===== src/rtl/sdm_fir_decim_pkg.sv =====
// Shared types, default coefficient ROM and output scaling for the multi-channel SDM FIR decimator.
package fir_decim_pkg;

  typedef enum logic [1:0] {IDLE, RUN, PUSH} fir_state_t;

  localparam int unsigned FIR_ROM_DEPTH = 128;
  localparam int unsigned FIR_ROM_AW    = $clog2(FIR_ROM_DEPTH);
  localparam int unsigned FIR_ROM_W     = 16;

  typedef logic [FIR_ROM_DEPTH-1:0][FIR_ROM_W-1:0] fir_rom_t;

  // Half of a triangular window: c[k] = k+1, peaking at the centre tap pair.
  function automatic fir_rom_t build_fir_rom();
    fir_rom_t r;
    r = '0;
    for (int unsigned i = 0; i < FIR_ROM_DEPTH; i++) begin
      r[i[FIR_ROM_AW-1:0]] = FIR_ROM_W'(i + 1);
    end
    return r;
  endfunction

  localparam fir_rom_t FIR_COEF_ROM = build_fir_rom();

  function automatic logic signed [63:0] sat_round(input logic signed [63:0] acc,
                                                   input int unsigned shift,
                                                   input int unsigned ow);
    logic signed [63:0] r;
    logic signed [63:0] hi;
    logic signed [63:0] lo;
    r = acc;
    if (shift != 0) begin
      r = (acc + (64'sd1 <<< (shift - 1))) >>> shift;
    end
    hi = (64'sd1 <<< (ow - 1)) - 64'sd1;
    lo = -(64'sd1 <<< (ow - 1));
    if (r > hi) begin
      r = hi;
    end else if (r < lo) begin
      r = lo;
    end
    return r;
  endfunction

endpackage


===== src/rtl/sdm_fir_decim_pair_mac.sv =====
// Symmetric tap-pair multiply-accumulate for 1-bit inputs; shared by all channels.
module fir_pair_mac #(
  parameter int unsigned CW = 16,
  parameter int unsigned AW = 26
) (
  input  logic                 Clock,
  input  logic                 Reset,
  input  logic                 bit_a_i,
  input  logic                 bit_b_i,
  input  logic [CW-1:0]        coef_i,
  input  logic                 clr_i,
  input  logic                 en_i,
  output logic signed [AW-1:0] acc_o
);

  logic signed [AW-1:0] acc_q, acc_d, term;

  // Equal bits contribute +/-2*c, differing bits cancel.
  always_comb begin
    term = '0;
    if (bit_a_i == bit_b_i) begin
      term = AW'($signed(coef_i)) <<< 1;
      if (!bit_a_i) begin
        term = -term;
      end
    end
    acc_d = acc_q;
    if (clr_i) begin
      acc_d = '0;
    end else if (en_i) begin
      acc_d = acc_q + term;
    end
  end

  always_ff @(posedge Clock or negedge Reset) begin
    if (!Reset) begin
      acc_q <= '0;
    end else begin
      acc_q <= acc_d;
    end
  end

  assign acc_o = acc_q;

endmodule


===== src/rtl/sdm_fir_decim.sv =====
// NCH-channel symmetric FIR over 1-bit SDM streams with one time-shared pair MAC.
// FIR_COEF_WR_EN adds a writable coefficient register file in place of the fixed ROM.
module sdm_fir_decim
  import fir_decim_pkg::*;
#(
  parameter int unsigned NCH   = 2,
  parameter int unsigned NTAPS = 256,
  parameter int unsigned CW    = 16,
  parameter int unsigned OW    = 16,
  parameter int unsigned SHIFT = 8
) (
  input  logic                                      Clock,
  input  logic                                      Reset,
  input  logic                                      BitEn,
  input  logic [NCH-1:0]                            BitIn,
  input  logic                                      FILTER,
`ifdef FIR_COEF_WR_EN
  input  logic                                      CoefWe,
  input  logic [$clog2(NTAPS/2)-1:0]                CoefAddr,
  input  logic [CW-1:0]                             CoefData,
`endif
  output logic [OW-1:0]                             Dout,
  output logic [((NCH > 1) ? $clog2(NCH) : 1)-1:0]  DoutCh,
  output logic                                      Push,
  output logic                                      Busy,
  output logic                                      Overrun
);

  localparam int unsigned HALF = NTAPS / 2;
  localparam int unsigned KW   = $clog2(HALF);
  localparam int unsigned TW   = $clog2(NTAPS);
  localparam int unsigned CHW  = (NCH > 1) ? $clog2(NCH) : 1;
  localparam int unsigned AW   = CW + TW + 2;

  fir_state_t state_q, state_d;
  logic [KW-1:0]  k_q, k_d;
  logic [CHW-1:0] ch_q, ch_d;
  logic [NCH-1:0][NTAPS-1:0] hist_q, hist_sh, snap_q;
  logic [HALF-1:0][CW-1:0]   coef_rom;
  logic [OW-1:0]  dout_q;
  logic [CHW-1:0] doutch_q;
  logic           push_q, ovr_q;
  logic           mac_clr, mac_en, snap_load, push_load, ovr_set;
  logic [CW-1:0]  coef;
  logic [TW-1:0]  k_far;
  logic signed [AW-1:0] mac_acc;

  for (genvar c = 0; c < NCH; c++) begin : g_hist
    assign hist_sh[c] = {hist_q[c][NTAPS-2:0], BitIn[c]};
  end

  for (genvar i = 0; i < HALF; i++) begin : g_rom
    assign coef_rom[i] = CW'($signed(FIR_COEF_ROM[i]));
  end

`ifdef FIR_COEF_WR_EN
  logic [HALF-1:0][CW-1:0] coef_q;

  always_ff @(posedge Clock or negedge Reset) begin
    if (!Reset) begin
      coef_q <= coef_rom;
    end else if (CoefWe) begin
      coef_q[CoefAddr] <= CoefData;
    end
  end

  assign coef = coef_q[k_q];
`else
  assign coef = coef_rom[k_q];
`endif

  assign k_far = TW'(NTAPS - 1) - TW'(k_q);

  fir_pair_mac #(
    .CW (CW),
    .AW (AW)
  ) u_mac (
    .Clock   (Clock),
    .Reset   (Reset),
    .bit_a_i (snap_q[ch_q][k_q]),
    .bit_b_i (snap_q[ch_q][k_far]),
    .coef_i  (coef),
    .clr_i   (mac_clr),
    .en_i    (mac_en),
    .acc_o   (mac_acc)
  );

  always_comb begin
    state_d   = state_q;
    k_d       = k_q;
    ch_d      = ch_q;
    mac_clr   = 1'b0;
    mac_en    = 1'b0;
    snap_load = 1'b0;
    push_load = 1'b0;
    ovr_set   = FILTER && (state_q != IDLE);
    case (state_q)
      IDLE: begin
        if (FILTER) begin
          snap_load = 1'b1;
          mac_clr   = 1'b1;
          k_d       = '0;
          ch_d      = '0;
          state_d   = RUN;
        end
      end
      RUN: begin
        mac_en = 1'b1;
        k_d    = k_q + 1'b1;
        if (k_q == KW'(HALF - 1)) begin
          k_d     = '0;
          state_d = PUSH;
        end
      end
      PUSH: begin
        push_load = 1'b1;
        mac_clr   = 1'b1;
        k_d       = '0;
        if (ch_q == CHW'(NCH - 1)) begin
          state_d = IDLE;
        end else begin
          ch_d    = ch_q + 1'b1;
          state_d = RUN;
        end
      end
      default: state_d = IDLE;
    endcase
  end

  // Snapshot takes the pre-edge history, so a bit shifted in with FILTER is excluded.
  always_ff @(posedge Clock or negedge Reset) begin
    if (!Reset) begin
      state_q  <= IDLE;
      k_q      <= '0;
      ch_q     <= '0;
      hist_q   <= '0;
      snap_q   <= '0;
      dout_q   <= '0;
      doutch_q <= '0;
      push_q   <= 1'b0;
      ovr_q    <= 1'b0;
    end else begin
      state_q <= state_d;
      k_q     <= k_d;
      ch_q    <= ch_d;
      push_q  <= push_load;
      if (BitEn) begin
        hist_q <= hist_sh;
      end
      if (snap_load) begin
        snap_q <= hist_q;
      end
      if (push_load) begin
        dout_q   <= OW'(sat_round(64'(mac_acc), SHIFT, OW));
        doutch_q <= ch_q;
      end
      if (ovr_set) begin
        ovr_q <= 1'b1;
      end
    end
  end

  assign Dout    = dout_q;
  assign DoutCh  = doutch_q;
  assign Push    = push_q;
  assign Busy    = (state_q != IDLE);
  assign Overrun = ovr_q;

endmodule


===== config.mk =====
export PLATFORM = sky130hd
export DESIGN_NAME = sdm_fir_decim
export DESIGN_NICKNAME = d
export VERILOG_FILES = /design/src/rtl/sdm_fir_decim_pkg.sv /design/src/rtl/sdm_fir_decim_pair_mac.sv /design/src/rtl/sdm_fir_decim.sv
export SDC_FILE = /design/constraint.sdc
export NUM_CORES = 1
export LEC_CHECK = 0
export BUFFER_PORTS_ARGS = -buffer_cell sky130_fd_sc_hd__buf_2
export CORE_MARGIN = 3
export CORE_UTILIZATION = 47
export DETAILED_ROUTE_END_ITERATION = 7
export PLACE_DENSITY_LB_ADDON = 0.2
export SLEW_MARGIN = 25
export SYNTH_ARGS = -nofsm -noshare
export SYNTH_HDL_FRONTEND = slang
export SYNTH_SLANG_ARGS = --single-unit

===== constraint.sdc =====
create_clock -name Clock -period 5.7 [get_ports Clock]
set_input_delay 1.14 -clock Clock [delete_from_list [all_inputs] [get_ports Clock]]
set_output_delay 1.14 -clock Clock [all_outputs]
set_load 0.05 [all_outputs]

==> run_results.csv <==
group,metric,value,unit
outcome,status,"complete, no violations",
placement,dp_hpwl,59490,um
die,ios,26,
global_routing,grt_overflow,0,
critical_path,critPathLaunch,"ch_q",
logic_synthesis,synth_cell_types,66,
global_routing,grt_max_degree,170,
logic_synthesis,synthArstFlopShare,1.000,
critical_path,cp.depth,27,
drt,routed_wl,93410,um
drt,vias,25328,
logic_synthesis,synth_edf_count,0,
die,die_area,101200,um2
die,die_h,318.2,um
cells_and_area,layout_common_cells,"1075 x dfrtp_1, 1030 x mux2_2, 164 x buf_4",
logic_synthesis,synth-seq-area-share,0.5889,
sta,relSlewSlack,0.3672,
sta,clock_skew,25.87,ps
clock_tree,path_clk_slew,60,ps
critical_path,path_common_cell,"buf_4",
placement,place.gp.congestion,0.8487,
logic_synthesis,syn_nets,3047,
critical_path,crit_required,6310,ps
critical_path,cp_max_fo,9,
logic_synthesis,yosys.area.top_type_share,0.5889,
power,switchingPower,7.308,mW
logic_synthesis,synthMuxAreaShare,0.3175,
power,pwr-share-seq,0.363,
clock_tree,postCtsHoldBufs,0,
power,pwr-share-clk,0.318,
sta,tns,0,ps
logic_synthesis,synth_area_leader_cell,"dfrtp_1",
run,cap_violations,0,
global_routing,grt_use_total,0.1842,
logic_synthesis,synthTopCellsByArea,"dfrtp_1 59%, mux2_2 25%, mux4_2 5.1%",
critical_path,reg2reg_depth,27,
global_routing,grt_pass1_wl,152600,um
global_routing,antenna_found_initial,0,
logic_synthesis,synthAdderAreaFrac,0.008221,
drt,first_pass_iters,5,
drt,drt_iter0_drc,1435,
power,p_sw_frac,0.3081,
cells_and_area,layout_commonest_cell,"dfrtp_1",
critical_path,path_buf_inv,6,
power,vdd_drop_max,0.4298,mV
sta,setup_viol,0,
logic_synthesis,syn_avg_cell_area,15.20,um2
sta,slew_viol_final,0,
drt,wire_per_inst,20.56,um
sta,period_share,0.9834,
critical_path,cp_top_family,"simple AND/OR/NAND/NOR gates",
sta,timing.final.hold_violations,0,
logic_synthesis,synth_ff_type,"dfrtp_1",
logic_synthesis,synth_warnings,0,
drt,remaining_drc_errors,0,
logic_synthesis,synth_top_family_by_area,"multiplexers",
die,core_area,95860,um2
logic_synthesis,synthesis.area,45810,um2
critical_path,critPathCaptureType,"register",
logic_synthesis,synth_xor_area_frac,0.006883,
critical_path,crit_path_top_delay_cell,"dfrtp_4",
critical_path,crit_path_end,"u_mac.acc_o[24]",
clock_tree,numCtsBuffers,112,
power,power_leakage,25.66,nW
sta,grt_setup_unrepaired,"true",
clock_tree,htreeDepth,3,
min_path,hold_path.class,"in -> async",
logic_synthesis,ys_ff_latch,1078,
critical_path,rrSetupSlack,90,ps
clock_tree,cts_sinks,1078,
die,initial_core_util,0.4779,
cells_and_area,area_growth,16.11,%
sta,min_period,5605,ps
critical_path,start_kind,"register",
cells_and_area,nets,3216,
clock_tree,cts_max_path_buffers,3,
global_routing,grt_pass1_vias,27135,
placement,port_buffers,25,
power,comb_power_share,0.319,
die,die_x,318.2,um
sta,worst_pin_slew,939.3,ps
critical_path,r2r_start,"ch_q",
cells_and_area,drive_gt1_frac,0.5002,
power,p_int,16.42,mW
critical_path,cp.arrival,6210,ps
power,p_per_area,446.0,nW/um2
logic_synthesis,synth_compound_area_frac,0.03335,
logic_synthesis,post_synth_and_or_nand_nor_area_fraction,0.02647,
critical_path,r2r-end,"u_mac.acc_o[24]",
die,fp-row-count,113,
drt,viasPerCell,5.575,
drt,detail-route-antenna-nets,0,
cells_and_area,finish.utilization,0.5549,
logic_synthesis,synth_cells,3014,
clock_tree,cts_tree,"yes",
critical_path,critical_path_class,"reg -> reg",
sta,fmax,178.4,MHz
critical_path,cp_slowest_stage_delay,520,ps
clock_tree,cts_root_buf,"clkbuf_16",
clock_tree,clk-insertion-delay-late,690,ps
==> worst reg2reg max path: cells and delay by family (launching register included) <==
kind | cells | cell delay, ps
adder cells (fa/ha/maj) | 1 | 260
flip-flops | 1 | 520
buffers and inverters | 6 | 810
AO/OA/AOI/OAI | 11 | 1620
AND/OR/NAND/NOR | 8 | 1940
multiplexers | 1 | 400
==> logic make-up after synthesis <==
logic type / count (synthesis)
muxes: 1195
DFF: 1078
and+or+nand+nor: 250
AOI/OAI and AO/OA: 223
buffers and inverters: 202
xor gates and xnor gates: 36
adders and majority gates: 30
==> sequential cells by signal, summed over array words and instances, names as in the netlist <==
name / flops
hist_q: 512
snap_q: 512
u_mac.acc_o: 25
Dout: 16
k_q: 7
state_q: 2
DoutCh: 1
Overrun: 1
Push: 1
ch_q: 1
==> per-layer routing <==
| layer | GRT usage | share of wire |
|---|---|---|
| met1 | 0.2625 | 0.46 |
| met2 | 0.2936 | 0.47 |
| met3 | 0.03089 | 0.036 |
| met4 | 0.05172 | 0.025 |
| met5 | 0 | 0 |
==> layout make-up <==
class / instances / area, um2
Fill cell: 7516 / 42670
Clock buffer: 172 / 3391
Tap cell: 1265 / 1583
Multi-Input combinational cell: 1734 / 18360
Timing Repair Buffer: 237 / 2305
Antenna cell: 1 / 2.502
Clock inverter: 36 / 490.5
Inverter: 20 / 75.07
Sequential cell: 1078 / 26980
==> power groups by stage <==
stage	logic [mW]	clock network (mW)	registers (mW)
after floorplan	4.20	0	8.52
after global placement	6.55	0	8.71
after detailed placement	6.75	0	8.74
after CTS	6.91	7.75	8.60
after global routing	8.22	8.06	8.67
final	7.57	7.55	8.61
==> cells in the mapped netlist (5+ instances only) <==
library cell and n:
dfrtp_1 1078, mux2_2 1030, clkbuf_1 146, mux4_2 103
nand2_1 68, mux2i_1 61, nor2_1 58, a22oi_1 48
a21oi_1 42, o21ai_0 40, ha_1 26, nand3_1 26
buf_2 21, xnor2_1 21, nor2b_1 20, inv_1 19
nor3_1 16, o22a_1 15, xor2_1 15, a22o_1 11
and3_1 10, and2_1 9, nand3b_1 9, a21o_1 8
a31oi_1 7, nand2b_1 7, nor4_1 7, nand4_1 6
o211ai_1 6, buf_4 5, buf_6 5, or2_2 5
==> metrics by stage <==
stage | instance area (um2) | hold slack, ps | std cells | setup WS, ps | total power, mW
after detailed placement | 48540 | 441.0 | 4302 | -540.8 | 15.49
after global placement | 48540 | 437.1 | 4302 | -467.2 | 15.26
after global routing | 53190 | 390.6 | 4542 | -194.1 | 24.95
final | 53190 | 390.9 | 4543 | 94.67 | 23.72
after floorplan | 45810 | 455.1 | 3014 | 128.1 | 12.72
after CTS | 52550 | 372.8 | 4515 | -10.44 | 23.27
==> what timing repair did <==
item	in CTS	in global routing
setup endpoints to repair	11	10
endpoints found under the hold margin	0	0
buffers inserted	5	25
cloned	1	1
gates resized for setup	20	85
pin swaps	9	46
==> worst min-delay path by stage <==
stage,startpoint,endpoint,depth (start not counted)
CTS,Reset,snap_q[205],1
finish,Reset,snap_q[205],1
detailed placement,Overrun,Overrun,1
floorplan,u_mac.acc_o[5],u_mac.acc_o[5],2
global route,Reset,snap_q[205],1
global placement,Overrun,Overrun,1
Note: power is estimated with default switching activity, not from simulation.
